### src/rtl/seg7_countdown_display_if.sv
// Display-stage bundle: countdown value load strobe in, multiplexed 7-segment drive out.
// Master loads values and watches the display; slave is the display engine.
interface seg7_countdown_display_if #(
    parameter int TIMER_WIDTH = 4
);
    logic [TIMER_WIDTH-1:0] value;
    logic                   value_valid;
    logic [6:0]             seg;
    logic [1:0]             an;
    logic                   busy;

    modport master (
        output value,
        output value_valid,
        input  seg,
        input  an,
        input  busy
    );

    modport slave (
        input  value,
        input  value_valid,
        output seg,
        output an,
        output busy
    );
endinterface

### src/rtl/seg7_countdown_display.sv
// Binary countdown -> 2-digit BCD (sequential double-dabble) -> muxed active-low 7-segment drive.
// Define SEG_LEADING_ZERO_BLANK_EN to blank the tens digit when it is zero.
module seg7_countdown_display #(
    parameter int TIMER_WIDTH = 4,
    parameter int REFRESH_DIV = 50000
) (
    input  logic                    clk,
    input  logic                    rstn,
    seg7_countdown_display_if.slave bus
);

    localparam int CNT_W = (REFRESH_DIV > 2) ? $clog2(REFRESH_DIV) : 1;
    localparam logic [CNT_W-1:0] CNT_MAX = CNT_W'(REFRESH_DIV - 1);

    typedef enum logic [1:0] {
        IDLE  = 2'd0,
        SHIFT = 2'd1,
        LOAD  = 2'd2
    } state_t;

    state_t      state_q, state_d;
    logic [14:0] dd_q, dd_d;            // {tens, ones, binary}
    logic [2:0]  iter_q, iter_d;
    logic [6:0]  pend_q, pend_d;
    logic        pend_vld_q, pend_vld_d;
    logic [3:0]  tens_q, tens_d;
    logic [3:0]  ones_q, ones_d;

    logic [CNT_W-1:0] refresh_cnt_q, refresh_cnt_d;
    logic             sel_q, sel_d;
    logic [6:0]       seg_q, seg_d;
    logic [1:0]       an_q, an_d;

    logic [6:0]  value_ext;
    logic [6:0]  value_sat;
    logic [14:0] dd_adj;
    logic        start;
    logic [6:0]  start_val;
    logic [6:0]  ones_pat;
    logic [6:0]  tens_pat;

    function automatic logic [6:0] seg7_encode(input logic [3:0] digit);
        logic [6:0] pat;
        case (digit)
            4'd0:    pat = 7'b1000000;
            4'd1:    pat = 7'b1111001;
            4'd2:    pat = 7'b0100100;
            4'd3:    pat = 7'b0110000;
            4'd4:    pat = 7'b0011001;
            4'd5:    pat = 7'b0010010;
            4'd6:    pat = 7'b0000010;
            4'd7:    pat = 7'b1111000;
            4'd8:    pat = 7'b0000000;
            4'd9:    pat = 7'b0010000;
            default: pat = 7'b1111111;
        endcase
        return pat;
    endfunction

    assign value_ext = 7'(bus.value);
    assign value_sat = (value_ext > 7'd99) ? 7'd99 : value_ext;

    // Add-3 correction on each BCD nibble before the shift.
    assign dd_adj[6:0] = dd_q[6:0];
    for (genvar gi = 0; gi < 2; gi++) begin : g_adj
        logic [3:0] nib;
        assign nib = dd_q[7 + 4*gi +: 4];
        assign dd_adj[7 + 4*gi +: 4] = (nib >= 4'd5) ? nib + 4'd3 : nib;
    end

    always_comb begin
        state_d    = state_q;
        dd_d       = dd_q;
        iter_d     = iter_q;
        pend_d     = pend_q;
        pend_vld_d = pend_vld_q;
        tens_d     = tens_q;
        ones_d     = ones_q;
        start      = 1'b0;
        start_val  = value_sat;

        case (state_q)
            IDLE: begin
                if (bus.value_valid) start = 1'b1;
            end
            SHIFT: begin
                dd_d   = 15'({dd_adj, 1'b0});
                iter_d = iter_q + 3'd1;
                if (iter_q == 3'd6) state_d = LOAD;
                if (bus.value_valid) begin
                    pend_d     = value_sat;
                    pend_vld_d = 1'b1;
                end
            end
            LOAD: begin
                tens_d  = dd_q[14:11];
                ones_d  = dd_q[10:7];
                state_d = IDLE;
                // A strobe on this edge is newer than anything pending.
                if (bus.value_valid) begin
                    start = 1'b1;
                end else if (pend_vld_q) begin
                    start     = 1'b1;
                    start_val = pend_q;
                end
            end
            default: state_d = IDLE;
        endcase

        if (start) begin
            state_d    = SHIFT;
            dd_d       = {8'd0, start_val};
            iter_d     = 3'd0;
            pend_vld_d = 1'b0;
        end
    end

    always_ff @(posedge clk or negedge rstn) begin
        if (!rstn) begin
            state_q    <= IDLE;
            dd_q       <= '0;
            iter_q     <= '0;
            pend_q     <= '0;
            pend_vld_q <= 1'b0;
            tens_q     <= '0;
            ones_q     <= '0;
        end else begin
            state_q    <= state_d;
            dd_q       <= dd_d;
            iter_q     <= iter_d;
            pend_q     <= pend_d;
            pend_vld_q <= pend_vld_d;
            tens_q     <= tens_d;
            ones_q     <= ones_d;
        end
    end

    assign ones_pat = seg7_encode(ones_q);
`ifdef SEG_LEADING_ZERO_BLANK_EN
    assign tens_pat = (tens_q == 4'd0) ? 7'b1111111 : seg7_encode(tens_q);
`else
    assign tens_pat = seg7_encode(tens_q);
`endif

    always_comb begin
        refresh_cnt_d = refresh_cnt_q + 1'b1;
        sel_d         = sel_q;
        if (refresh_cnt_q == CNT_MAX) begin
            refresh_cnt_d = '0;
            sel_d         = ~sel_q;
        end
        seg_d = sel_q ? tens_pat : ones_pat;
        an_d  = sel_q ? 2'b01 : 2'b10;
    end

    always_ff @(posedge clk or negedge rstn) begin
        if (!rstn) begin
            refresh_cnt_q <= '0;
            sel_q         <= 1'b0;
            seg_q         <= 7'b1111111;
            an_q          <= 2'b11;
        end else begin
            refresh_cnt_q <= refresh_cnt_d;
            sel_q         <= sel_d;
            seg_q         <= seg_d;
            an_q          <= an_d;
        end
    end

    assign bus.seg  = seg_q;
    assign bus.an   = an_q;
    assign bus.busy = (state_q != IDLE);

endmodule

### src/flat_wrapper.sv
// flat-port wrapper written by rule: the top's interface ports become plain ports
module seg7_countdown_display_flat 
#(
    parameter int TIMER_WIDTH = 4,
    parameter int REFRESH_DIV = 50000
)
  (clk, rstn, bus_value, bus_value_valid, bus_seg, bus_an, bus_busy);
  seg7_countdown_display_if #(.TIMER_WIDTH(TIMER_WIDTH)) bus_i ();
  input  logic clk;
  input  logic rstn;
  input wire logic [$bits(bus_i.value)-1:0] bus_value;
  input wire logic [$bits(bus_i.value_valid)-1:0] bus_value_valid;
  output wire logic [$bits(bus_i.seg)-1:0] bus_seg;
  output wire logic [$bits(bus_i.an)-1:0] bus_an;
  output wire logic [$bits(bus_i.busy)-1:0] bus_busy;
  assign bus_i.value = bus_value;
  assign bus_i.value_valid = bus_value_valid;
  assign bus_seg = bus_i.seg;
  assign bus_an = bus_i.an;
  assign bus_busy = bus_i.busy;
  seg7_countdown_display #(.TIMER_WIDTH(TIMER_WIDTH), .REFRESH_DIV(REFRESH_DIV)) u_core (.clk(clk), .rstn(rstn), .bus(bus_i));
endmodule
### config.mk
export PLATFORM = sky130hd
export DESIGN_NAME = seg7_countdown_display_flat
export DESIGN_NICKNAME = d
export VERILOG_FILES = /design/src/rtl/seg7_countdown_display_if.sv /design/src/rtl/seg7_countdown_display.sv /design/src/flat_wrapper.sv
export SDC_FILE = /design/constraint.sdc
export NUM_CORES = 1
export LEC_CHECK = 0
export ABC_CLOCK_PERIOD_IN_PS = 2500
export CAP_MARGIN = 20
export CORE_MARGIN = 2
export CORE_UTILIZATION = 50
export DETAILED_ROUTE_END_ITERATION = 8
export HOLD_SLACK_MARGIN = 0.05
export PLACE_DENSITY_LB_ADDON = 0.05
export SLEW_MARGIN = 20
export SYNTH_ARGS = -nofsm -noshare
export SYNTH_HDL_FRONTEND = slang
export SYNTH_SLANG_ARGS = --single-unit
### constraint.sdc
create_clock -name clk -period 2.5 [get_ports clk]
set_clock_uncertainty 0.05 [all_clocks]
set_input_delay 0.5 -clock clk [delete_from_list [all_inputs] [get_ports clk]]
set_output_delay 0.5 -clock clk [all_outputs]
set_load 0.02 [all_outputs]
== Yosys cells after proc, flatten, opt, wreduce, memory -nomap -nowiden ==
Memories as Yosys holds them, arrays and structs flattened.
Index checks and enable logic that the tools add are counted.
Cells by class
  add/sub/neg operators: 4
  reductions and logical operators: 7
  mux-type cells: 23
  order comparisons: 3
  eq/ne operators: 6
  bitwise operators: 1
Operators by type and width (count)
  2-to-1 mux 7 bit: 5
  2-to-1 mux 15 bit: 2
  adder 16 x 1 -> 16 bit (second input constant): 1
  == test 16 bit (second input constant): 1
  2-to-1 mux 16 bit: 1
  2-to-1 mux 3 bit: 3
  >= comparator 4 x 3 -> 1 bit (second input constant): 2
  greater-than comparator 4 x 7 -> 1 bit (second input constant): 1
  2-to-1 mux 1 bit: 6
  2-to-1 mux 2 bit: 3
  AND reduction 2 bit: 3
  nonzero test 2 bit: 3
  adder 4 x 2 -> 4 bit (second input constant): 1
  2-to-1 mux 4 bit: 1
  case mux 2 bit (2 select lines): 1
  adder 3 x 1 -> 3 bit (second input constant): 1
  adder 3 x 2 -> 3 bit (second input constant): 1
  == test 3 bit (second input constant): 1
  inequality test 3 x 1 -> 1 bit (second input constant): 1
  == test 2 x 1 -> 1 bit (second input constant): 1
  == test 2 bit (second input constant): 1
  zero test 2 bit: 1
  inequality test 2 x 1 -> 1 bit (second input constant): 1
  case mux 1 bit (2 select lines): 1
  inverter 1 bit: 1
Storage, ports and cells
  memory bits (read-only): 224
  input port bits: 7
  output and inout bits: 10
  register bits: 62
  word-level logic and storage cells: 57
  memories kept: 2
Memory list
  (name not given): depth 16, width 7, rd ports 1, clocked after memory_dff 0, wr ports 0, RTL line seg7_countdown_display.sv:44  | case (digit)
  (name not given): depth 16, width 7, rd ports 1, clocked after memory_dff 0, wr ports 0, RTL line seg7_countdown_display.sv:44

== Depth between registers and ports, before layout ==
Gate-level depths: netlist of the first run.
  depth in word-level cells: 6
  depth in mapped cells: 6
  depth with buffers taken out: 6

== Least setup slack after synthesis of the first run ==
No wires, ideal clock.
  path kind: register -> register
  from: register u_core.dd_q[11]
  to: register u_core.dd_q[13]
  path slack: 1.010 ns
  path buffers: 0
  data required time: 2.368 ns
  library setup time: 0.082 ns
  data arrival time: 1.358 ns
  stages on the path, launching flop included: 6
  clock period less this slack: 1.490 ns
  path through: dfrtp_1 > ha_1 > nand2b_1 > a21oi_1 > mux2_2 > o22ai_1
Between the ends
  cells in the longest elaborated chain, start to end: 4
  elaborated cells between the ends (all ways): 5
  classes of those cells: add/sub: 1; order compare: 1; mux: 3
Ends and longest elaborated chain
  from (decl): RTL line seg7_countdown_display.sv:22  | logic [14:0] dd_q, dd_d;
  from (signal assigned): RTL line seg7_countdown_display.sv:121  | dd_q <= '0;
  from (signal assigned): RTL line seg7_countdown_display.sv:129  | dd_q <= dd_d;
  >= comparator 4 x 3 -> 1 bit / adder 3 x 2 -> 3 bit (equally long branches): RTL line seg7_countdown_display.sv:68  | assign dd_adj[7 + 4*gi +: 4] = (nib >= 4'd5) ? nib + 4'd3 : nib;
  2-to-1 mux 3 bit *: RTL line seg7_countdown_display.sv:68
  2-to-1 mux 15 bit *: RTL line seg7_countdown_display.sv:82  | case (state_q)
  2-to-1 mux 15 bit *: RTL line seg7_countdown_display.sv:110  | if (start) begin
Every way passes the cells marked *; elsewhere a longest branch is shown, timed or not. The select of a mux whose other input is x is not followed.
A chain may end at the register's enable or synchronous reset.

== Final worst setup path of the first run ==
  from: register u_core.state_q[1]
  to: output bus_busy
Between the ends
  cells in the longest elaborated chain, start to end: 1
Ends and longest elaborated chain
  from (decl): RTL line seg7_countdown_display.sv:21  | state_t state_q, state_d;
  from (signal assigned): RTL line seg7_countdown_display.sv:128  | state_q <= state_d;
  nonzero test 2 bit: RTL line seg7_countdown_display.sv:172  | assign bus.busy = (state_q != IDLE);
  to (decl): RTL line flat_wrapper.sv:15  | output wire logic [$bits(bus_i.busy)-1:0] bus_busy;
No other way between the ends.

==> results of run 1 <==
-- power by group through the flow --
| stage | combinational [W] | clock (W) | sequential (W) |
|---|---|---|---|
| floorplan | 0.000986 | 0 | 0.00151 |
| global placement | 0.00128 | 0 | 0.00154 |
| detailed placement | 0.00131 | 0 | 0.00154 |
| CTS | 0.00132 | 0.00108 | 0.00153 |
| global route | 0.00149 | 0.00112 | 0.00158 |
| finish | 0.00130 | 0.00105 | 0.00154 |
-- cell families after synthesis --
family	count (synthesis)	synth area share
and+or+nand+nor	100	0.166
muxes	12	0.0434
DFF	59	0.496
AOI/OAI and AO/OA	61	0.125
buffers and inverters	29	0.0409
xor gates and xnor gates	20	0.0584
adders and majority gates	17	0.0709
-- how the worst max path moves through the flow --
stage	end	slack, ns	cells after the start
finish	bus_busy	0.24	2
global route	bus_busy	0.18	2
CTS	bus_busy	0.23	2
detailed placement	u_core.dd_q[3]$_DFFE_PN0P_	0.54	5
global placement	u_core.dd_q[3]$_DFFE_PN0P_	0.59	5
floorplan	u_core.dd_q[13]$_DFFE_PN0P_	1.01	5
-- stage by stage --
step | hold slack [ns] | cell area, µm² | util | power, W | setup WS, ns
after global placement | 0.420 | 3220 | 0.551 | 0.00283 | 0.591
after detailed placement | 0.418 | 3220 | 0.551 | 0.00285 | 0.539
after CTS | 0.281 | 3460 | 0.592 | 0.00394 | 0.229
after floorplan | 0.154 | 3000 | - | 0.00249 | 1.01
after global routing | 0.309 | 3460 | 0.592 | 0.00419 | 0.179
final | 0.264 | 3460 | 0.592 | 0.00389 | 0.242
-- cells in the mapped netlist, drive strengths merged, types with 2 or more instances --
library cell   n  area [µm²]
buf            9        47.6
dfrtp         50        1250
nand2b         9        56.3
clkbuf         6        22.5
or2            3        18.8
mux2           8        90.1
o22ai          6        37.5
nand3         10        60.1
xnor2         12         105
o21ai         24         120
mux2i          4        40.0
nor2b          5        31.3
nor2          22        82.6
nor4           5        43.8
a21oi         12        60.1
nor3           6        30.0
o31ai          3        22.5
a32o           2        20.0
xor2           8        70.1
o21a           2        15.0
nand2         32         120
a22oi          3        22.5
or3            2        12.5
nand4          3        18.8
dfstp          9         236
ha            17         213
a221oi         3        26.3
inv           14        52.6
-- critical path, delay by kind of cell (launching register included) --
kind | cells | cell delay (ns)
buf+inv | 1 | 0.54
flops | 1 | 0.51
simple gates | 1 | 0.33
-- layout make-up --
| type | count | area [µm²] | area share |
|---|---|---|---|
| multi-input cells | 210 | 1390 | 0.401 |
| well taps | 75 | 93.8 | 0.0271 |
| flip-flops and latches | 59 | 1490 | 0.429 |
| repair buffers | 22 | 200 | 0.0578 |
| clock buffers | 11 | 141 | 0.0408 |
| clock inverters | 5 | 100 | 0.0289 |
| inverters | 14 | 52.6 | 0.0152 |
-- metal layers --
metal | vias to the layer above | track usage
met2 | 40 | 0.293
li1 | 1063 | -
met5 | - | 0
met1 | 1021 | 0.231
met3 | 6 | 0.0659
met4 | 0 | 0.0797
-- registers in the layout, indices dropped and copies added, names as in the netlist --
signal	cells
u_core.state_q	2
u_core.iter_q	3
u_core.refresh_cnt_q	16
u_core.tens_q	4
u_core.sel_q	1
u_core.dd_q	15
u_core.bus.seg	7
u_core.bus.an	2
u_core.pend_q	4
u_core.ones_q	4
u_core.pend_vld_q	1
==> run_summary.xml, run 1 <==
<?xml version="1.0" encoding="UTF-8"?>
<metrics>
  <group name="outcome">
    <metric name="outcome" unit="">finished clean</metric>
  </group>
  <group name="power_and_ir_drop">
    <metric name="power_density" unit="mW/mm²">1120</metric>
    <metric name="max-vdd-ir-drop" unit="µV">773</metric>
    <metric name="p_switching" unit="W">0.00131</metric>
    <metric name="swShare" unit="">0.336</metric>
    <metric name="share_comb_of_total_power" unit="">0.335</metric>
    <metric name="flop_pwr_share" unit="">0.396</metric>
    <metric name="power_frac_clock" unit="">0.269</metric>
    <metric name="leakagePower" unit="nW">1.50</metric>
    <metric name="cellInternalPower" unit="W">0.00258</metric>
  </group>
  <group name="sta">
    <metric name="final_min_period_over_clock_period" unit="">0.903</metric>
    <metric name="report.final.hold_viol_count" unit="">0</metric>
    <metric name="final_setup_viols" unit="">0</metric>
    <metric name="fin_tns_setup" unit="ns">0</metric>
    <metric name="tightest_slew" unit="ns">0.722</metric>
    <metric name="final.min_clock_period" unit="ns">2.26</metric>
    <metric name="rsz0062_at_grt" unit="">no</metric>
    <metric name="max_freq" unit="MHz">443</metric>
    <metric name="slew_viol_final" unit="">0</metric>
    <metric name="max_slew_margin" unit="">0.519</metric>
  </group>
  <group name="critical_path">
    <metric name="worst-endpoint-required" unit="ns">1.95</metric>
    <metric name="crit_path_max_incr_delay" unit="ns">0.54</metric>
    <metric name="cpMaxStageDelayCell" unit="">sky130_fd_sc_hd__clkdlybuf4s50_1</metric>
    <metric name="rr_startpoint" unit="">u_core.refresh_cnt_q[0]$_DFF_PN0_</metric>
    <metric name="r2r_setup_slack" unit="ns">0.67</metric>
    <metric name="data_arrival_time_of_the_worst_path" unit="ns">1.71</metric>
    <metric name="criticalPathCategory" unit="">register to output port</metric>
    <metric name="critical_path.startpoint" unit="">u_core.state_q[1]$_DFFE_PN0P_</metric>
    <metric name="crit_chain" unit="">or2_2 &gt; clkdlybuf4s50_1</metric>
    <metric name="critical_path.max_fanout" unit="">13</metric>
    <metric name="startpoint_type" unit="">register</metric>
    <metric name="worstRegToRegCells" unit="">5</metric>
    <metric name="crit-reg2reg-capture" unit="">u_core.sel_q$_DFFE_PN0N_</metric>
    <metric name="setup.worst_path.end_class" unit="">output port</metric>
  </group>
  <group name="placement">
    <metric name="dp.final_hpwl" unit="µm">3410</metric>
    <metric name="dp_cells" unit="">380</metric>
    <metric name="place_congestion" unit="">0.765</metric>
    <metric name="place.port_buffers" unit="">16</metric>
  </group>
  <group name="routing">
    <metric name="detailedRoute.firstPassIterationCount" unit="">4</metric>
    <metric name="route.vias.total" unit="">2130</metric>
    <metric name="route.final.wire_length" unit="µm">5350</metric>
    <metric name="top_layer_used" unit="">met4</metric>
    <metric name="routedWlPerCell" unit="µm">13.5</metric>
    <metric name="wl_met3" unit="µm">164</metric>
    <metric name="drt-met1-wl" unit="µm">2500</metric>
    <metric name="drc_errors" unit="">0</metric>
    <metric name="drt_first_iter_violations" unit="">88</metric>
    <metric name="final_antenna_net_count" unit="">0</metric>
    <metric name="viasPerCell" unit="">5.38</metric>
    <metric name="wl_met2" unit="µm">2610</metric>
  </group>
  <group name="floorplan">
    <metric name="area_enclosed_by_the_die_boundary" unit="mm²">0.00663</metric>
    <metric name="initial_cell_density_of_the_core" unit="">0.513</metric>
    <metric name="floorplan.die.width" unit="µm">81.5</metric>
    <metric name="fp-row-count" unit="">28</metric>
    <metric name="dieHeight" unit="µm">81.5</metric>
    <metric name="core" unit="mm²">0.00585</metric>
    <metric name="top_level_ports" unit="">17</metric>
  </group>
  <group name="clock_network">
    <metric name="h_tree_lvl_count" unit="">3</metric>
    <metric name="cts_tree" unit="">yes</metric>
    <metric name="tritoncts.num_buffers" unit="">9</metric>
    <metric name="clkLatencyLatePin" unit="ns">0.33</metric>
    <metric name="cts.repair.resized" unit="">0</metric>
    <metric name="cts_root_buf" unit="">sky130_fd_sc_hd__clkbuf_8</metric>
    <metric name="ctsLongestPathBuffers" unit="">2</metric>
    <metric name="clk_pin_slew_worst_paths" unit="ns">0.07</metric>
    <metric name="ctsHoldBuffers" unit="">0</metric>
    <metric name="number_of_clock_sinks" unit="">59</metric>
    <metric name="cts_setup_buffers" unit="">0</metric>
  </group>
  <group name="finish">
    <metric name="final_net_count" unit="">340</metric>
    <metric name="fin_cells" unit="">396</metric>
    <metric name="most_common_library_cell_in_the_layout_ignoring_fill_and_taps" unit="">sky130_fd_sc_hd__dfrtp_1</metric>
    <metric name="fillerInstances" unit="">484</metric>
    <metric name="p_r_area_growth_vs_syn" unit="%">15.5</metric>
    <metric name="antennaDiodeCount" unit="">0</metric>
    <metric name="final_cell_mix" unit="">50 x sky130_fd_sc_hd__dfrtp_1, 32 x sky130_fd_sc_hd__nand2_1, 24 x sky130_fd_sc_hd__o21ai_0</metric>
    <metric name="post_route_cells_drive_above_1_share" unit="">0.140</metric>
  </group>
  <group name="yosys">
    <metric name="avgSynthCellArea" unit="µm²">10.1</metric>
    <metric name="synth_top_flop_cell" unit="">sky130_fd_sc_hd__dfrtp_1</metric>
    <metric name="synth_enable_flop_cells" unit="">0</metric>
    <metric name="synth_fp_nets" unit="">322</metric>
    <metric name="syn_area" unit="mm²">0.00300</metric>
    <metric name="ys_ff_latch" unit="">59</metric>
    <metric name="synthesis.yosys.warnings" unit="">0</metric>
    <metric name="synthesis.instances" unit="">298</metric>
    <metric name="post_synth_num_cell_types" unit="">41</metric>
    <metric name="ys_async_sr_fraction" unit="">1.00</metric>
    <metric name="yosysSeqAreaShare" unit="">0.496</metric>
  </group>
  <group name="grt">
    <metric name="globalRouteOverflowTotal" unit="">0</metric>
    <metric name="grt_pass1_wl" unit="µm">9230</metric>
    <metric name="grt_max_degree" unit="">60</metric>
    <metric name="track_usage" unit="">0.186</metric>
    <metric name="first_global_vias" unit="">2046</metric>
    <metric name="number_of_antenna_violations_at_the_first_check_in_global_routing" unit="">0</metric>
  </group>
  <group name="hold_path">
    <metric name="worst_hold_path_type" unit="">input pin to async pin</metric>
  </group>
  <group name="job">
    <metric name="cap_violations" unit="">0</metric>
  </group>
</metrics>
Note: power is estimated with default switching activity, not from simulation.
==> run 2: changes to the inputs <==
--- a/config.mk
+++ b/config.mk
@@ -5,14 +5,14 @@
 export SDC_FILE = /design/constraint.sdc
 export NUM_CORES = 1
 export LEC_CHECK = 0
-export ABC_CLOCK_PERIOD_IN_PS = 2500
 export CAP_MARGIN = 20
 export CORE_MARGIN = 2
 export CORE_UTILIZATION = 50
 export DETAILED_ROUTE_END_ITERATION = 8
 export HOLD_SLACK_MARGIN = 0.05
 export PLACE_DENSITY_LB_ADDON = 0.05
-export SLEW_MARGIN = 20
+export REMOVE_ABC_BUFFERS = 1
+export SLEW_MARGIN = 30
 export SYNTH_ARGS = -nofsm -noshare
 export SYNTH_HDL_FRONTEND = slang
 export SYNTH_SLANG_ARGS = --single-unit
==> run 2 against run 1 <==
Setup slack improved by 0.019 ns. Cell count rose by 0.25%. Final area fell by 0.58%. Largest power group unchanged.
==> run_summary.xml, run 2 (same netlist as run 1, synthesis figures left out) <==
<?xml version="1.0" encoding="UTF-8"?>
<metrics>
  <group name="outcome">
    <metric name="outcome" unit="">finished clean</metric>
  </group>
  <group name="grt">
    <metric name="number_of_antenna_violations_at_the_first_check_in_global_routing" unit="">0</metric>
    <metric name="track_usage" unit="">0.187</metric>
    <metric name="grt_max_degree" unit="">32</metric>
    <metric name="first_global_vias" unit="">2052</metric>
    <metric name="globalRouteOverflowTotal" unit="">0</metric>
    <metric name="grt_pass1_wl" unit="µm">9340</metric>
  </group>
  <group name="finish">
    <metric name="largest_register_ffs" unit="">16</metric>
    <metric name="post_route_cells_drive_above_1_share" unit="">0.146</metric>
    <metric name="fillerInstances" unit="">493</metric>
    <metric name="antennaDiodeCount" unit="">0</metric>
    <metric name="p_r_area_growth_vs_syn" unit="%">14.9</metric>
    <metric name="largest_register" unit="">u_core.refresh_cnt_q</metric>
    <metric name="final_cell_mix" unit="">50 x sky130_fd_sc_hd__dfrtp_1, 32 x sky130_fd_sc_hd__nand2_1, 24 x sky130_fd_sc_hd__o21ai_0</metric>
    <metric name="most_common_library_cell_in_the_layout_ignoring_fill_and_taps" unit="">sky130_fd_sc_hd__dfrtp_1</metric>
    <metric name="final_net_count" unit="">341</metric>
    <metric name="finalCoreUtilization" unit="">0.589</metric>
  </group>
  <group name="routing">
    <metric name="final_antenna_net_count" unit="">0</metric>
    <metric name="detailedRoute.firstPassIterationCount" unit="">4</metric>
    <metric name="drc_errors" unit="">0</metric>
    <metric name="drt_first_iter_violations" unit="">89</metric>
    <metric name="viasPerCell" unit="">5.37</metric>
    <metric name="route.final.wire_length" unit="µm">5400</metric>
    <metric name="route.vias.total" unit="">2131</metric>
    <metric name="routedWlPerCell" unit="µm">13.6</metric>
  </group>
  <group name="placement">
    <metric name="pre_cts_slack" unit="ns">0.522</metric>
    <metric name="dp.final_hpwl" unit="µm">3640</metric>
    <metric name="place_congestion" unit="">0.748</metric>
    <metric name="place.port_buffers" unit="">16</metric>
  </group>
  <group name="sta">
    <metric name="rsz0062_at_grt" unit="">no</metric>
    <metric name="final_setup_viols" unit="">0</metric>
    <metric name="report.final.hold_viol_count" unit="">0</metric>
    <metric name="max_slew_margin" unit="">0.532</metric>
    <metric name="setup_slack" unit="ns">0.261</metric>
    <metric name="slew_viol_final" unit="">0</metric>
    <metric name="tightest_slew" unit="ns">0.701</metric>
    <metric name="max_freq" unit="MHz">447</metric>
    <metric name="final_min_period_over_clock_period" unit="">0.896</metric>
    <metric name="final.min_clock_period" unit="ns">2.24</metric>
    <metric name="fin_tns_setup" unit="ns">0</metric>
  </group>
  <group name="power_and_ir_drop">
    <metric name="leakagePower" unit="nW">1.49</metric>
    <metric name="power_density" unit="mW/mm²">1090</metric>
    <metric name="max-vdd-ir-drop" unit="µV">520</metric>
    <metric name="finalPower" unit="W">0.00375</metric>
  </group>
  <group name="clock_network">
    <metric name="cts_root_buf" unit="">sky130_fd_sc_hd__clkbuf_8</metric>
    <metric name="ctsHoldBuffers" unit="">0</metric>
    <metric name="cts.repair.resized" unit="">0</metric>
    <metric name="h_tree_lvl_count" unit="">3</metric>
    <metric name="number_of_clock_sinks" unit="">59</metric>
    <metric name="clkLatencyLatePin" unit="ns">0.34</metric>
    <metric name="cts_setup_buffers" unit="">0</metric>
    <metric name="tritoncts.num_buffers" unit="">9</metric>
    <metric name="clk_pin_slew_worst_paths" unit="ns">0.08</metric>
    <metric name="cts_tree" unit="">yes</metric>
    <metric name="ctsLongestPathBuffers" unit="">2</metric>
  </group>
  <group name="critical_path">
    <metric name="crit_path_max_incr_delay" unit="ns">0.54</metric>
    <metric name="startpoint_type" unit="">register</metric>
    <metric name="worst-endpoint-required" unit="ns">1.95</metric>
    <metric name="critical_path.max_fanout" unit="">10</metric>
    <metric name="data_arrival_time_of_the_worst_path" unit="ns">1.69</metric>
    <metric name="cpMaxStageDelayCell" unit="">sky130_fd_sc_hd__clkdlybuf4s50_1</metric>
    <metric name="criticalPathCategory" unit="">register to output port</metric>
    <metric name="setup.worst_path.end_class" unit="">output port</metric>
    <metric name="crit_chain" unit="">or2_2 &gt; clkdlybuf4s50_1</metric>
  </group>
  <group name="floorplan">
    <metric name="floorplan.die.width" unit="µm">81.5</metric>
    <metric name="core" unit="mm²">0.00585</metric>
    <metric name="initial_cell_density_of_the_core" unit="">0.513</metric>
    <metric name="top_level_ports" unit="">17</metric>
    <metric name="dieHeight" unit="µm">81.5</metric>
    <metric name="fp-row-count" unit="">28</metric>
    <metric name="area_enclosed_by_the_die_boundary" unit="mm²">0.00663</metric>
  </group>
  <group name="hold_path">
    <metric name="worst_hold_path_type" unit="">input pin to async pin</metric>
  </group>
  <group name="job">
    <metric name="cap_violations" unit="">0</metric>
  </group>
</metrics>
-- run 2: critical path, delay by kind of cell, from the launching register on --
kind                   cells  cell delay (ns)
DFF                        1             0.48
buffers and inverters      1             0.54
and+or+nand+nor            1             0.33
-- run 2: metal layers --
layer	track usage	vias up	wire, µm
li1	-	1068	-
met1	0.248	1014	2650
met2	0.284	37	2470
met3	0.0495	12	188
met4	0.0898	0	97
met5	0	-	0
-- run 2: final cells by class --
class,count,area (µm²),share of cell area
well taps,75,93.8,0.0272
flip-flops and latches,59,1490,0.432
clock inverters,7,77.6,0.0225
repair buffers,23,220,0.0639
inverters,14,52.6,0.0153
clock buffers,9,124,0.0360
multi-input cells,210,1390,0.403
-- run 2: path summary, 6_finish.rpt --
kind	start	end	slack (ns)	depth (start not counted)
hold / removal	rstn	u_core.refresh_cnt_q[15]$_DFF_PN0_	0.16	1
setup / recovery	u_core.state_q[0]$_DFFE_PN0P_	bus_busy	0.26	2
max in group asynchronous	rstn	u_core.iter_q[2]$_DFFE_PN0P_	1.65	2
hold reg to reg	u_core.dd_q[6]$_DFFE_PN0P_	u_core.dd_q[7]$_DFFE_PN0P_	0.44	2
setup reg to reg	u_core.refresh_cnt_q[0]$_DFF_PN0_	u_core.sel_q$_DFFE_PN0N_	0.74	5
min in group clk	u_core.dd_q[6]$_DFFE_PN0P_	u_core.dd_q[7]$_DFFE_PN0P_	0.44	2
-- run 2: where the power goes --
| part | internal (W) | total (W) | switching, W |
|---|---|---|---|
| logic | 0.000630 | 0.00134 | 0.000709 |
| registers | 0.00127 | 0.00153 | 0.000262 |
| clock network | 0.000466 | 0.000887 | 0.000420 |
-- run 2: through the flow --
stage / hold WS [ns] / cell area [µm²] / std cells
3_3_place_gp: 0.422 / 3240 / 381
6_report: 0.156 / 3440 / 397
2_1_floorplan: 0.154 / 2930 / 283
5_1_grt: 0.189 / 3440 / 397
4_1_cts: 0.164 / 3440 / 397
3_5_place_dp: 0.423 / 3240 / 381
